## src/rtl/syn_lb_master.sv

```systemverilog
// Local-bus initiator: turns a command stream into single LB read/write transactions, one outstanding, with a response watchdog.
// Optional statistics counters are built only when SYN_LB_MASTER_STATS_EN is defined.
module syn_lb_master #(
    parameter int P_LB_DATA_W   = 32,
    parameter int P_LB_ADDR_W   = 12,
    parameter int P_TIMEOUT_W   = 8,
    parameter int P_TIMEOUT_VAL = 200
) (
    input  logic                   clk_ir,
    input  logic                   rst_il,
    input  logic                   cmd_valid,
    output logic                   cmd_ready,
    input  logic                   cmd_wr,
    input  logic [P_LB_ADDR_W-1:0] cmd_addr,
    input  logic [P_LB_DATA_W-1:0] cmd_wdata,
    output logic                   rsp_valid,
    output logic [P_LB_DATA_W-1:0] rsp_rdata,
    output logic                   rsp_err,
    output logic                   lb_wr_en,
    output logic                   lb_rd_en,
    output logic [P_LB_ADDR_W-1:0] lb_addr,
    output logic [P_LB_DATA_W-1:0] lb_wr_data,
    input  logic                   lb_wr_valid,
    input  logic                   lb_rd_valid,
    input  logic [P_LB_DATA_W-1:0] lb_rd_data,
    output logic                   busy,
    output logic [15:0]            stat_txn_cnt,
    output logic [15:0]            stat_tout_cnt
);

    typedef enum logic [1:0] {
        ST_IDLE,
        ST_REQ,
        ST_WAIT,
        ST_RSP
    } state_t;

    localparam logic [P_TIMEOUT_W-1:0] TOUT_LAST = P_TIMEOUT_W'(P_TIMEOUT_VAL - 1);

    state_t                  state_reg, state_next;
    logic [P_TIMEOUT_W-1:0]  wd_reg, wd_next;
    logic                    is_wr_reg, is_wr_next;
    logic                    cmd_ready_reg, cmd_ready_next;
    logic                    wr_en_reg, wr_en_next;
    logic                    rd_en_reg, rd_en_next;
    logic [P_LB_ADDR_W-1:0]  addr_reg, addr_next;
    logic [P_LB_DATA_W-1:0]  wdata_reg, wdata_next;
    logic                    rsp_valid_reg, rsp_valid_next;
    logic [P_LB_DATA_W-1:0]  rdata_reg, rdata_next;
    logic                    err_reg, err_next;
    logic                    match_valid;

    // Only the acknowledge that matches the issued transaction type counts.
    assign match_valid = is_wr_reg ? lb_wr_valid : lb_rd_valid;

    always_ff @(posedge clk_ir or negedge rst_il) begin
        if (!rst_il) begin
            state_reg     <= ST_IDLE;
            wd_reg        <= '0;
            is_wr_reg     <= 1'b0;
            cmd_ready_reg <= 1'b1;
            wr_en_reg     <= 1'b0;
            rd_en_reg     <= 1'b0;
            addr_reg      <= '0;
            wdata_reg     <= '0;
            rsp_valid_reg <= 1'b0;
            rdata_reg     <= '0;
            err_reg       <= 1'b0;
        end else begin
            state_reg     <= state_next;
            wd_reg        <= wd_next;
            is_wr_reg     <= is_wr_next;
            cmd_ready_reg <= cmd_ready_next;
            wr_en_reg     <= wr_en_next;
            rd_en_reg     <= rd_en_next;
            addr_reg      <= addr_next;
            wdata_reg     <= wdata_next;
            rsp_valid_reg <= rsp_valid_next;
            rdata_reg     <= rdata_next;
            err_reg       <= err_next;
        end
    end

    always_comb begin
        state_next     = state_reg;
        wd_next        = wd_reg;
        is_wr_next     = is_wr_reg;
        cmd_ready_next = cmd_ready_reg;
        wr_en_next     = 1'b0;
        rd_en_next     = 1'b0;
        addr_next      = addr_reg;
        wdata_next     = wdata_reg;
        rsp_valid_next = 1'b0;
        rdata_next     = rdata_reg;
        err_next       = err_reg;

        case (state_reg)
            ST_IDLE: begin
                if (cmd_valid) begin
                    is_wr_next     = cmd_wr;
                    addr_next      = cmd_addr;
                    wdata_next     = cmd_wdata;
                    wr_en_next     = cmd_wr;
                    rd_en_next     = !cmd_wr;
                    cmd_ready_next = 1'b0;
                    state_next     = ST_REQ;
                end
            end
            ST_REQ: begin
                wd_next = '0;
                // A zero-latency responder acknowledges alongside the strobe.
                if (match_valid) begin
                    rdata_next     = is_wr_reg ? '0 : lb_rd_data;
                    err_next       = 1'b0;
                    rsp_valid_next = 1'b1;
                    state_next     = ST_RSP;
                end else begin
                    state_next = ST_WAIT;
                end
            end
            ST_WAIT: begin
                wd_next = wd_reg + P_TIMEOUT_W'(1);
                if (match_valid) begin
                    rdata_next     = is_wr_reg ? '0 : lb_rd_data;
                    err_next       = 1'b0;
                    rsp_valid_next = 1'b1;
                    state_next     = ST_RSP;
                end else if (wd_reg == TOUT_LAST) begin
                    rdata_next     = '0;
                    err_next       = 1'b1;
                    rsp_valid_next = 1'b1;
                    state_next     = ST_RSP;
                end
            end
            ST_RSP: begin
                cmd_ready_next = 1'b1;
                state_next     = ST_IDLE;
            end
            default: begin
                cmd_ready_next = 1'b1;
                state_next     = ST_IDLE;
            end
        endcase
    end

    assign cmd_ready  = cmd_ready_reg;
    assign lb_wr_en   = wr_en_reg;
    assign lb_rd_en   = rd_en_reg;
    assign lb_addr    = addr_reg;
    assign lb_wr_data = wdata_reg;
    assign rsp_valid  = rsp_valid_reg;
    assign rsp_rdata  = rdata_reg;
    assign rsp_err    = err_reg;
    assign busy       = (state_reg != ST_IDLE);

`ifdef SYN_LB_MASTER_STATS_EN
    logic [15:0] txn_cnt_reg;
    logic [15:0] tout_cnt_reg;

    // Both counters saturate rather than wrap.
    always_ff @(posedge clk_ir or negedge rst_il) begin
        if (!rst_il) begin
            txn_cnt_reg  <= '0;
            tout_cnt_reg <= '0;
        end else if (rsp_valid_reg) begin
            if (txn_cnt_reg != 16'hFFFF) begin
                txn_cnt_reg <= txn_cnt_reg + 16'd1;
            end
            if (err_reg && (tout_cnt_reg != 16'hFFFF)) begin
                tout_cnt_reg <= tout_cnt_reg + 16'd1;
            end
        end
    end

    assign stat_txn_cnt  = txn_cnt_reg;
    assign stat_tout_cnt = tout_cnt_reg;
`else
    assign stat_txn_cnt  = '0;
    assign stat_tout_cnt = '0;
`endif

endmodule

```

## config.mk

```make
export PLATFORM = sky130hd
export DESIGN_NAME = syn_lb_master
export DESIGN_NICKNAME = d
export VERILOG_FILES = /design/src/rtl/syn_lb_master.sv
export SDC_FILE = /design/constraint.sdc
export NUM_CORES = 1
export LEC_CHECK = 0
export CAP_MARGIN = 20
export CORE_UTILIZATION = 43
export DETAILED_ROUTE_END_ITERATION = 8
export PLACE_DENSITY = 0.93
export SYNTH_ARGS = -nofsm -noshare
export SYNTH_HDL_FRONTEND = slang
export SYNTH_SLANG_ARGS = --single-unit
```

## constraint.sdc

```tcl
create_clock -name clk_ir -period 4.3 [get_ports clk_ir]
set_input_delay 0.43 -clock clk_ir [delete_from_list [all_inputs] [get_ports clk_ir]]
set_output_delay 0.43 -clock clk_ir [all_outputs]
set_load 0.01 [all_outputs]
```

==> flow_metrics.tcl, run 1 <==
set metrics [dict create \
    status "finished clean" \
    wl_mm 8.46 \
    grt_pass1_wl_mm 13.9 \
    clk_path_buf_depth 2 \
    slowest_delay_ps 530 \
    cp-start-kind "flip-flop" \
    via_per_inst 4.86 \
    cp_cell_sequence "inv_1, ha_1, inv_1, clkdlybuf4s50_1" \
    ys_warn_count 0 \
    cts-resized-gates 0 \
    die-area_um2 9480 \
    drtIter0Drc 51 \
    post-route-period-util_pct 50.6 \
    finalNonFillerCells 564 \
    fin_ws_ps 2120 \
    hp-class "in2async" \
    cts_buffers 9 \
    drc 0 \
    hold_viol_final 0 \
    cts_tree "yes" \
    finalPower_mw 4.08 \
    fillCellCount 654 \
    fp.dieW_um 97.3 \
    core_area_um2 8760 \
    critPathArrivalTime_ps 1750 \
    crit_type "reg2out" \
    fin_hold_ws_ps 78.5 \
    ys_seq_area_share_pct 58.9 \
    syn_avg_cell_area_um2 13.6 \
    clk_pin_slew_worst_paths_ps 110 \
    cpMostUsedCell "inv_1" \
    layout_common_cells "clkdlybuf4s50_1 (162), dfrtp_1 (91), mux2_2 (46), a22o_1 (33), conb_1 (32)" \
    final_common_cell "clkdlybuf4s50_1" \
    cp_max_fo 5 \
    ios 196 \
    crit_slowest_cell "clkdlybuf4s50_1" \
    wl_per_cell_um 15.0 \
    multiInputGateArea_um2 1380 \
    end_kind "output port" \
    power.density_nw_per_um2 714 \
    crit_path_start "state_reg[1]" \
    cts_num_sinks 92 \
    dp.cells 547 \
    start_util_pct 44.6 \
    finalSetupViolations 0 \
    synth_top_flop_cell "dfrtp_1" \
    dr.pass1.iters 4 \
    grt_max_degree 93 \
    register_area_um2 2300 \
    overflow 0 \
    grt_antenna_before_repair 0 \
    io_buffers 163 \
    timing.rr.end "rsp_rdata[1]" \
    drv_cap 0 \
    first_global_vias 2809 \
    ys_ff_latch 92 \
    die_h_um 97.3 \
    drv_slew 0 \
    cts_root_buf "clkbuf_8" \
    syn_to_final_growth_pct 46.4 \
    leakagePower_nw 2.52 \
    dp_slack_ps 1900 \
    num_antenna_cells 0 \
    vias 2743 \
    rr_startpoint "state_reg[0]" \
    slew_headroom_pct 31.8 \
    tns_ps 0 \
    grtUsageTotal_pct 18.3 \
    crit_end "busy" \
    rows 34 \
    synthArstFlopShare_pct 100 \
    r2r_slack_ps 2150 \
    reg2regPathDepth 5 \
    max_freq_mhz 460 \
    layout-drive-gt1-share_pct 15.8 \
    clock_skew_ps 21.7 \
    rsz0062_at_grt "false" \
    syn_inst 288 \
    synth_edf_count 0 \
    hpwl_mm 6.25 \
    cp.required_ps 3870 \
    gp_congestion 0.788 \
    cts_setup_buffers 0 \
    finalCriticalPeriod_ps 2180 \
    synth_cell_type_count 37 \
    ant_nets 0 \
    final_nets 539 \
    cts-hold-fix-buffers 0 \
    clock_latency_ps 360 \
    syn_area_um2 3910 \
    ir_worst_vdd_uv 397 \
    tightest_slew_ps 1020 \
    htreeDepth 3 \
]
## area by class of cell
class | instances | area share (%)
Sequential cell | 92 | 40.3
Timing Repair Buffer | 165 | 29.0
Multi-Input combinational cell | 175 | 24.2
Tap cell | 108 | 2.36
Clock buffer | 9 | 2.16
Clock inverter | 7 | 1.57
Inverter | 8 | 0.525
## power by group
part | total, mW | internal (mW) | leakage [nW] | switching, mW
Sequential | 1.46 | 1.25 | 1.14 | 0.210
Combinational | 2.00 | 1.16 | 1.27 | 0.848
Clock | 0.616 | 0.285 | 0.110 | 0.331
## cells by family (layout without fill, tap and decap cells)
group	count (synthesis)	in the layout	share of synthesized area (%)
compound gates	51	51	10.5
xor+xnor	2	2	0.448
fa+ha+maj	6	6	1.92
buf+inv	52	189	8.87
flops	92	92	58.9
mux	49	49	14.1
other cells	1	32	0.0959
simple gates	35	35	5.09
## cells in the mapped netlist (2+ instances only)
library cell	number	area share (%)
buf_2	7	0.90
nand3_1	3	0.38
nor3b_1	2	0.38
clkbuf_1	2	0.19
a21oi_1	3	0.38
a22o_1	33	7.4
inv_1	8	0.77
ha_1	6	1.9
buf_6	3	0.86
nand2_1	7	0.67
buf_4	32	6.1
mux2_2	46	13
dfrtp_1	91	58
a21o_1	2	0.38
o21ai_0	7	0.90
nor2b_1	2	0.32
nand4_1	3	0.48
mux2i_1	2	0.51
nor2_1	9	0.86
and3_1	3	0.48
## through the flow
stage          area (um2)  util (%)
2_1_floorplan        4030         -
3_3_place_gp         5490      62.6
3_5_place_dp         5490      62.6
4_1_cts              5700      65.1
5_1_grt              5720      65.3
6_report             5720      65.3
## worst min path at each step
stage,startpoint,end
5_1_grt,rst_il,lb_wr_data[17]
4_1_cts,rst_il,lb_wr_data[11]
3_3_place_gp,wd_reg[0],wd_reg[0]
6_report,rst_il,lb_wr_data[17]
3_5_place_dp,lb_wr_data[17],lb_wr_data[17]
2_1_floorplan,rst_il,is_wr_reg
## worst max-delay path, delay by kind of cell (launching register included)
| family | cells | cell delay, ps |
|---|---|---|
| adder cells (fa/ha/maj) | 1 | 250 |
| flip-flops | 1 | 430 |
| buffers and inverters | 3 | 710 |
## metal layers
layer  track usage (%)  routed length, um  part of all wire [%]  up-vias
li1                  -                  -                     -     1287
met2              31.0               4160                    49      113
met3              4.03                536                   6.3        7
met1              23.5               3690                    44     1336
met4              5.66                 64                  0.76        0
met5                 0                  0                     0        -
(Power assumes the default switching activity.)
==> inputs of run 2 (changes only) <==
- CORE_UTILIZATION: 43 -> 36
- PLACE_DENSITY: 0.93 -> 0.84
- clock period: 4.3 -> 2 ns (I/O delays scaled with it)
==> run 2 against run 1 <==
Register-to-register slack worse by 1900 ps. Final cell count is 6.2% higher. Critical path type unchanged. Critical path depth stayed put. Wire length is 9.7% higher. Global-route usage is 1.4 points lower.
==> flow_metrics.tcl, run 2 (synthesis gave the netlist of run 1 again) <==
set metrics [dict create \
    drtIter0Drc 100 \
    via_per_inst 4.63 \
    hold_viol_final 0 \
    power.density_nw_per_um2 1550 \
    grt_pass1_wl_mm 15.0 \
    post-route-period-util_pct 95.1 \
    cp.required_ps 1800 \
    htreeDepth 3 \
    gp_congestion 0.736 \
    clock_skew_ps 9.75 \
    cp_max_fo 5 \
    leakagePower_nw 2.56 \
    vias 2775 \
    wl_per_cell_um 15.5 \
    cts_root_buf "clkbuf_8" \
    finalPower_mw 9.05 \
    tns_ps 0 \
    finalSetupViolations 0 \
    ant_nets 0 \
    rows 37 \
    layout_common_cells "clkdlybuf4s50_1 (162), dfrtp_1 (91), mux2_2 (46), a22o_1 (33), conb_1 (32)" \
    num_antenna_cells 0 \
    slew_headroom_pct 65.4 \
    rsz0062_at_grt "false" \
    tightest_slew_ps 519 \
    cts_tree "yes" \
    syn_to_final_growth_pct 49.6 \
    layout-drive-gt1-share_pct 17.1 \
    core_area_um2 10400 \
    io_buffers 163 \
    end_kind "output port" \
    die-area_um2 11300 \
    drv_cap 0 \
    cts_num_sinks 92 \
    grt_antenna_before_repair 0 \
    status "finished clean" \
    cts_buffers 9 \
    hpwl_mm 7.05 \
    ir_worst_vdd_uv 642 \
    first_global_vias 2931 \
    final_nets 546 \
    hp-class "in2async" \
    grtUsageTotal_pct 16.9 \
    max_freq_mhz 526 \
    dr.pass1.iters 4 \
    clock_latency_ps 360 \
    final_common_cell "clkdlybuf4s50_1" \
    fp.dieW_um 106 \
    start_util_pct 37.5 \
    crit_type "reg2out" \
    critPathArrivalTime_ps 1700 \
    wl_mm 9.28 \
    clk_path_buf_depth 2 \
    die_h_um 106 \
    clk_pin_slew_worst_paths_ps 90 \
    drv_slew 0 \
    grt_max_degree 46 \
    drc 0 \
    ios 196 \
    overflow 0 \
    cp-start-kind "flip-flop" \
    finalCriticalPeriod_ps 1900 \
]
## run 2: what timing repair did
action	4_1_cts	5_1_grt
setup buffers	0	1
gates resized for setup	0	1
hold buffers	1	0
endpoints found under the hold margin	35	0
setup endpoints to repair	0	1
## run 2: metal layers
| layer | vias up | track usage, % | wire, um |
|---|---|---|---|
| li1 | 1304 | - | - |
| met1 | 1351 | 20.7 | 3850 |
| met3 | 8 | 3.37 | 634 |
| met5 | - | 0 | 0 |
| met4 | 0 | 6.05 | 101 |
| met2 | 112 | 29.5 | 4700 |
## run 2: power by group
part           switching [mW]  internal (mW)
combinational            1.91           2.70
clock                   0.668          0.623
sequential              0.449           2.70
total                    3.03           6.02
## run 2: layout make-up
type / count / area (um2)
Fill cell: 869 / 4570
Sequential cell: 92 / 2300
Timing Repair Buffer: 172 / 1750
Multi-Input combinational cell: 175 / 1390
Tap cell: 136 / 170
Clock buffer: 10 / 138
Clock inverter: 6 / 70.1
Inverter: 8 / 30.0
## run 2: worst max-delay path, cell delays in order (launching register included)
cell and delay [ps]:
dfrtp_1 410, inv_1 160, ha_2 250, inv_1 50, clkdlybuf4s50_1 470
## run 2: metrics by stage
stage	utilization [%]	setup slack [ps]	hold WS (ps)	cells	cell area, um2
final	56.1	97.1	353	599	5850
after global routing	56.1	3.89	404	599	5850
after CTS	56.0	25.8	364	598	5840
after detailed placement	53.9	160	215	581	5620
after global placement	53.9	263	205	581	5620
after floorplan	-	251	-95.6	319	4030
## run 2: path summary, 6_finish.rpt
check / from / to / slack, ps / cells past startpoint
worst max register to register: state_reg[0] / rsp_rdata[24] / 230 / 6
worst min-delay path: rst_il / lb_addr[5] / 350 / 2
max in group asynchronous: rst_il / rsp_rdata[4] / 1030 / 3
worst max-delay path: state_reg[0] / busy / 100 / 4
worst min register to register: cmd_ready / cmd_ready / 500 / 2
min in group clk_ir: cmd_wr / lb_rd_en / 420 / 2
